[config.mk]
export PLATFORM = sky130hd
export DESIGN_NAME = hack_fetch_unit
export DESIGN_NICKNAME = d
export VERILOG_FILES = /design/src/rtl/hack_fetch_unit.sv
export SDC_FILE = /design/constraint.sdc
export NUM_CORES = 1
export LEC_CHECK = 0
export CORE_MARGIN = 4
export CORE_UTILIZATION = 32
export CTS_CLUSTER_SIZE = 24
export DETAILED_ROUTE_END_ITERATION = 7
export GPL_ROUTABILITY_DRIVEN = 0
export GPL_TIMING_DRIVEN = 0
export PLACE_DENSITY_LB_ADDON = 0.3
export SLEW_MARGIN = 5
export SYNTH_ARGS = -nofsm -noshare
export SYNTH_HDL_FRONTEND = slang
export SYNTH_SLANG_ARGS = --single-unit
[constraint.sdc]
create_clock -name CLK -period 2.8 [get_ports CLK]
set_clock_uncertainty 0.1 [all_clocks]
set_input_delay 0.28 -clock CLK [delete_from_list [all_inputs] [get_ports CLK]]
set_output_delay 0.28 -clock CLK [all_outputs]
set_load 0.02 [all_outputs]
[src/rtl/hack_fetch_unit.sv]
// hack_fetch_unit: instruction fetch stage for the Hack CPU.
// Holds the fetch pointer, drives the synchronous instruction ROM, captures
// the returned word and presents it to decode with a valid/ready handshake.
// A jump presented together with an accepted instruction redirects the
// fetch pointer to the A-register target.
module hack_fetch_unit #(
  parameter int ADDR_W = 15,
  parameter int DATA_W = 16
) (
  input  logic              CLK,
  input  logic              reset,
  output logic [ADDR_W-1:0] rom_addr,
  input  logic [DATA_W-1:0] rom_data,
  output logic [DATA_W-1:0] instr,
  output logic [ADDR_W-1:0] pc,
  output logic              instr_valid,
  input  logic              instr_ready,
  input  logic              jump,
  input  logic [ADDR_W-1:0] jump_addr
);

  // S_REQ: address is on the ROM port; S_CAP: ROM data arrives;
  // S_VALID: word held until the CPU takes it. Encoding 3 is unused.
  typedef enum logic [1:0] {
    S_REQ   = 2'd0,
    S_CAP   = 2'd1,
    S_VALID = 2'd2
  } state_t;

  state_t              r_state;
  state_t              w_state_nxt;
  logic [ADDR_W-1:0]   r_fpc;
  logic [ADDR_W-1:0]   w_fpc_nxt;
  logic [DATA_W-1:0]   r_instr;
  logic [DATA_W-1:0]   w_instr_nxt;
  logic [ADDR_W-1:0]   r_pc;
  logic [ADDR_W-1:0]   w_pc_nxt;
  logic                r_valid;
  logic                w_valid_nxt;

  // Fetch pointer advance; wraps silently at the top of the address space.
  function automatic logic [ADDR_W-1:0] fpc_inc(input logic [ADDR_W-1:0] a);
    fpc_inc = a + ADDR_W'(1);
  endfunction

  // Next-state and next-register values for the fetch sequencer.
  always_comb begin
    w_state_nxt = r_state;
    w_fpc_nxt   = r_fpc;
    w_instr_nxt = r_instr;
    w_pc_nxt    = r_pc;
    w_valid_nxt = r_valid;
    case (r_state)
      S_REQ: begin
        w_state_nxt = S_CAP;
      end
      S_CAP: begin
        w_instr_nxt = rom_data;
        w_pc_nxt    = r_fpc;
        w_valid_nxt = 1'b1;
        w_fpc_nxt   = fpc_inc(r_fpc);
        w_state_nxt = S_VALID;
      end
      S_VALID: begin
        // jump only matters on the accepting edge; otherwise hold everything
        if (instr_ready) begin
          w_valid_nxt = 1'b0;
          w_state_nxt = S_REQ;
          if (jump) begin
            w_fpc_nxt = jump_addr;
          end
        end
      end
      default: begin
        w_state_nxt = S_REQ;
        w_valid_nxt = 1'b0;
      end
    endcase
  end

  // State and datapath registers; reset wins over handshake and jump.
  always_ff @(posedge CLK) begin
    if (reset) begin
      r_state <= S_REQ;
      r_fpc   <= '0;
      r_instr <= '0;
      r_pc    <= '0;
      r_valid <= 1'b0;
    end else begin
      r_state <= w_state_nxt;
      r_fpc   <= w_fpc_nxt;
      r_instr <= w_instr_nxt;
      r_pc    <= w_pc_nxt;
      r_valid <= w_valid_nxt;
    end
  end

  assign rom_addr    = r_fpc;
  assign instr       = r_instr;
  assign pc          = r_pc;
  assign instr_valid = r_valid;

endmodule

==> impl_metrics.tcl, run 1 <==
set metrics [dict create \
    synth_top_area_frac 0.437 \
    io_pins 82 \
    worstSetupPathType "input port to register" \
    cp.arrival_ns 1.98 \
    grt_max_degree 15 \
    row_count 30 \
    finalMaxSlewViolations 0 \
    grt_pass1_wl_mm 10.6 \
    tns_ns 0 \
    setup_viol 0 \
    startpoint "instr_ready" \
    antenna_cells 0 \
    regToRegStartpoint "rom_addr[0]" \
    cp_cell_sequence "clkdlybuf4s50_1 > nand4b_1 > clkbuf_1 > and2_1 > o21ai_0 > a21oi_1" \
    first_global_vias 2088 \
    crit_path_start_kind "input port" \
    ctsResizeCount 0 \
    ys_ff_latch 49 \
    multi_input_area_mm2 0.00113 \
    cts_tree "built" \
    nets 403 \
    synth-edff-count 0 \
    max_freq_mhz 528 \
    ys_seq_area_frac 0.437 \
    via_per_inst 4.89 \
    crit_fanout 10 \
    design_area_mm2 0.00329 \
    routed_wl_mm 6.59 \
    drv_cap 0 \
    cts_buffers 5 \
    ctsHoldBuffers 0 \
    period_minus_slack_ns 1.89 \
    port-buffer-count 81 \
    rsz0062_at_grt "no" \
    wl_per_cell_um 14.2 \
    cts.path.max_buffers 2 \
    vias 2271 \
    fill_cells 677 \
    synth_nets 315 \
    synth.area.top_cells "dfxtp_1 44%, nand2_1 12%, a21oi_1 9.1%" \
    layout-drive-gt1-share 0.0707 \
    ys.flop_type "dfxtp_1" \
    slew_headroom 0.666 \
    clkSlewWorstSetupHoldPaths_ns 0.10 \
    syn_area_mm2 0.00224 \
    ys_warn_count 0 \
    post-synth-top-count-cell "nand2_1" \
    floorplan.initialDensity 0.330 \
    ir_drop_mv 0.244 \
    finalPower_w 0.00162 \
    power.density_mw_per_mm2 493 \
    status "complete, no violations" \
    end_kind "register" \
    fp.dieH_um 91.7 \
    worstSkewPairLatency_ns 0.31 \
    antenna_found_initial 0 \
    core-area_mm2 0.00679 \
    grtUsageTotal 0.156 \
    slowest_stage "clkdlybuf4s50_1" \
    holdCritStartpoint "instr[0]" \
    area.sequential_um2 981 \
    crit_required_ns 2.89 \
    dieArea_mm2 0.00841 \
    cts_setup_buffers 0 \
    dr.pass1.iters 4 \
    area_delta_synth_final_pct 46.7 \
    tightestPinTransition_ns 0.500 \
    p_leak_nw 1.13 \
    drt_iter0_drc 144 \
    yosysTopAreaCell "dfxtp_1" \
    drc 0 \
    dpl-instance-area_mm2 0.00317 \
    post-route-period-util 0.677 \
    htreeDepth 2 \
    post-dp-hpwl_mm 4.77 \
    syn_avg_cell_area_um2 8.04 \
    final_hold_viol_count 0 \
    critPathMaxStageDelay_ns 0.56 \
    synthTopCellsByCount "72 x nand2_1, 49 x dfxtp_1, 41 x a21oi_1, 12 x clkbuf_1, 11 x a31oi_1" \
    synthCells 279 \
    cts_sinks 49 \
    drtAntennaViolNets 0 \
    clk_root_buffer_cell "clkbuf_8" \
    die_w_um 91.7 \
    overflow 0 \
    hold_path_class "register to register" \
    yosysUniqueCellTypes 46 \
    async_flop_share 0 \
]
==> critical path: cells and delay by family <==
family | cells | cell delay [ns]
AOI/OAI and AO/OA | 2 | 0.27
and+or+nand+nor | 2 | 0.54
buffers and inverters | 2 | 0.89
==> stage by stage <==
stage | cells | util | worst slack [ns] | hold slack [ns]
6_report | 464 | 0.484 | 0.905 | 0.354
4_1_cts | 464 | 0.484 | 0.932 | 0.359
5_1_grt | 464 | 0.484 | 0.797 | 0.381
2_1_floorplan | 279 | - | 1.01 | 0.316
3_5_place_dp | 456 | 0.467 | 0.612 | 0.347
3_3_place_gp | 456 | 0.467 | 0.626 | 0.341
==> cells by family after synthesis <==
| logic type | share of synthesized area |
|---|---|
| multiplexers | 0.0234 |
| buffers and inverters | 0.0602 |
| AO/OA/AOI/OAI | 0.190 |
| flip-flops | 0.437 |
| adder cells (fa/ha/maj) | 0.00558 |
| AND/OR/NAND/NOR | 0.283 |
==> registers in the layout, summed over array words and instances (netlist names) <==
name         flops
instr           16
instr_valid      1
pc              15
r_state          2
rom_addr        15
==> metal layers <==
layer / wire [um] / up-vias / global-route usage
met5: 0 / - / 0
met4: 58 / 0 / 0.0421
met3: 480 / 6 / 0.0525
met2: 3070 / 71 / 0.245
met1: 2980 / 1031 / 0.205
li1: - / 1163 / -
==> layout by cell type, fill, tap and decap left out, types with 4 or more instances in the layout <==
master	instances
nand2_1	72
and2_1	5
a21oi_1	41
nand3_1	6
o211ai_1	4
and3_1	4
o21ai_0	5
nand4_1	6
nor2_1	5
clkbuf_1	13
buf_2	4
a31oi_1	11
dfxtp_1	49
clkdlybuf4s50_1	81
clkbuf_8	7
==> worst paths after layout <==
check | end | slack (ns) | depth (start not counted)
max | rom_addr[7] | 0.91 | 6
max reg2reg | rom_addr[12] | 0.97 | 5
min | instr[0] | 0.35 | 2
min reg2reg | instr[0] | 0.35 | 2
==> final cells by class <==
cell class,instances,share of cell area
Sequential cell,49,0.298
Inverter,2,0.00228
Clock buffer,7,0.0262
Tap cell,96,0.0365
Clock inverter,1,0.00913
Timing Repair Buffer,81,0.246
Buffer,22,0.0388
Multi-Input combinational cell,206,0.343
==> power by group <==
| part | total (W) | switching (W) | internal, W |
|---|---|---|---|
| Combinational | 0.000325 | 0.000175 | 0.000150 |
| Clock | 0.000534 | 0.000242 | 0.000292 |
| Sequential | 0.000764 | 0.0000323 | 0.000731 |
Note: power is estimated with default switching activity, not from simulation.
==> run 2: changes to the inputs <==
==> constraint.sdc (replaced) <==
create_clock -name CLK -period 1.6 [get_ports CLK]
set_clock_uncertainty 0.1 [all_clocks]
set_input_delay 0.16 -clock CLK [delete_from_list [all_inputs] [get_ports CLK]]
set_output_delay 0.16 -clock CLK [all_outputs]
set_load 0.02 [all_outputs]
==> run 2 against run 1 <==
Net effect:
- die area unchanged
- design area rose by 4.4%
- power grew 65%
- first-iteration DRC count is 23% lower
- sequential power rose by 75%
- sequential cell count did not move
- critical path depth up 1
- utilization is 2.1 points higher
- worst hold slack lost 0.058 ns
- critical path type is now register to register
==> impl_metrics.tcl, run 2 (synthesis gave the netlist of run 1 again) <==
set metrics [dict create \
    overflow 0 \
    nets 413 \
    drt_iter0_drc 111 \
    vias 2347 \
    path_buf_inv 3 \
    mostFrequentLayoutCell "nand2_1" \
    slew_headroom 0.640 \
    cts_tree "built" \
    rsz0062_at_grt "yes" \
    post-route-period-util 0.988 \
    cp_cell_sequence "buf_6 > and4_1 > buf_6 > buf_4 > nand3_1 > or3_1 > a31oi_1" \
    htreeDepth 2 \
    io_pins 82 \
    drtAntennaViolNets 0 \
    wl_per_cell_um 14.1 \
    dr.pass1.iters 4 \
    core-area_mm2 0.00679 \
    setup_viol 0 \
    slowest_stage "dfxtp_2" \
    area_delta_synth_final_pct 53.1 \
    tightestPinTransition_ns 0.540 \
    power.density_mw_per_mm2 781 \
    largest_reg_flops 16 \
    finalMaxSlewViolations 0 \
    p_leak_nw 1.28 \
    layout_common_cells "72 x nand2_1, 68 x clkdlybuf4s50_1, 41 x a21oi_1" \
    hold-worst-slack_ns 0.296 \
    finalPower_w 0.00268 \
    antenna_cells 0 \
    cpMostUsedCell "buf_6" \
    grt_max_degree 16 \
    cts_sinks 49 \
    worstSetupPathType "register to register" \
    die_w_um 91.7 \
    post-dp-hpwl_mm 4.77 \
    whs_path_depth 3 \
    grt_pass1_wl_mm 10.9 \
    ff2ff_path_depth 7 \
    worstSkewPairLatency_ns 0.31 \
    antenna_found_initial 0 \
    grtUsageTotal 0.158 \
    cts.path.max_buffers 2 \
    row_count 30 \
    status "complete, no violations" \
    floorplan.initialDensity 0.330 \
    r2r-end "rom_addr[10]" \
    clkSlewWorstSetupHoldPaths_ns 0.09 \
    crit_path_start_kind "register" \
    drc 0 \
    period_minus_slack_ns 1.58 \
    cp_top_family "simple AND/OR/NAND/NOR gates" \
    fp.dieH_um 91.7 \
    regToRegStartpoint "rom_addr[4]" \
    port-buffer-count 81 \
    first_global_vias 2167 \
    min_to "instr[3]" \
    crit_cells 7 \
    max_freq_mhz 632 \
    ir_drop_mv 0.384 \
    rrSetupSlack_ns 0.02 \
    end_kind "register" \
    drv_cap 0 \
    holdCritStartpoint "rom_data[3]" \
    layout-drive-gt1-share 0.169 \
    cts_buffers 5 \
    hold_path_class "input port to register" \
    cp.arrival_ns 1.71 \
    clk_root_buffer_cell "clkbuf_8" \
    crit_fanout 4 \
    critPathMaxStageDelay_ns 0.35 \
    final_hold_viol_count 0 \
    via_per_inst 4.95 \
    dieArea_mm2 0.00841 \
    routed_wl_mm 6.68 \
    crit_required_ns 1.73 \
]
-- run 2: cell types whose count changed in the layout (fill, tap and decap cells not counted), moves of 9 or more --
cell / change
buf_4: +12
clkdlybuf4s50_1: -13
dfxtp_1: -10
dlygate4sd2_1: +10
clkbuf_1: -9
-- run 2: how the worst max path moves through the flow --
| stage | startpoint | slack [ns] | to |
|---|---|---|---|
| detailed placement | instr_ready | -0.46 | rom_addr[14] |
| floorplan | rom_addr[4] | 0.01 | rom_addr[12] |
| global route | rom_addr[4] | -0.04 | rom_addr[10] |
| CTS | rom_addr[1] | 0.002 | rom_addr[12] |
| global placement | instr_ready | -0.44 | rom_addr[7] |
| finish | rom_addr[4] | 0.02 | rom_addr[10] |
-- run 2: cell type report --
cell class | instances | area, um2
plain buffers | 22 | 159
multi-input cells | 206 | 1180
fillers | 672 | 3360
inverters | 2 | 7.51
well taps | 96 | 120
clock buffers | 5 | 68.8
flip-flops and latches | 49 | 1010
repair buffers | 91 | 876
clock inverters | 3 | 17.5
-- run 2: worst register-to-register path, stage by stage, from the launching register on --
cell     delay [ns]
dfxtp_2        0.35
buf_6          0.09
and4_1         0.18
buf_6          0.12
buf_4          0.12
nand3_1        0.07
or3_1          0.32
a31oi_1        0.16
-- run 2: repair_timing --
action	4_1_cts	5_1_grt
pin swaps	1	9
setup endpoints to repair	52	45
resized for setup	19	32
hold buffers	0	0
setup buffers	3	7
-- run 2: where the power goes --
group	internal [W]	switching, W	leakage (nW)
sequential	0.00128	0.0000564	0.404
combinational	0.000294	0.000320	0.835
clock	0.000303	0.000429	0.0439
-- run 2: routing by layer --
layer / part of all wire / track usage
met1: 0.45 / 0.203
met2: 0.47 / 0.259
met3: 0.068 / 0.0427
met4: 0.015 / 0.0458
met5: 0 / 0
-- run 2: stage by stage --
stage	util	setup WS (ns)	setup TNS, ns	cell area, um2	std cells
2_1_floorplan	-	0.0135	0	2270	279
3_3_place_gp	0.471	-0.442	-7.59	3200	456
3_5_place_dp	0.471	-0.457	-8.77	3200	456
4_1_cts	0.487	0.00203	0	3310	467
5_1_grt	0.506	-0.0372	-0.0881	3430	474
6_report	0.506	0.0185	0	3430	474
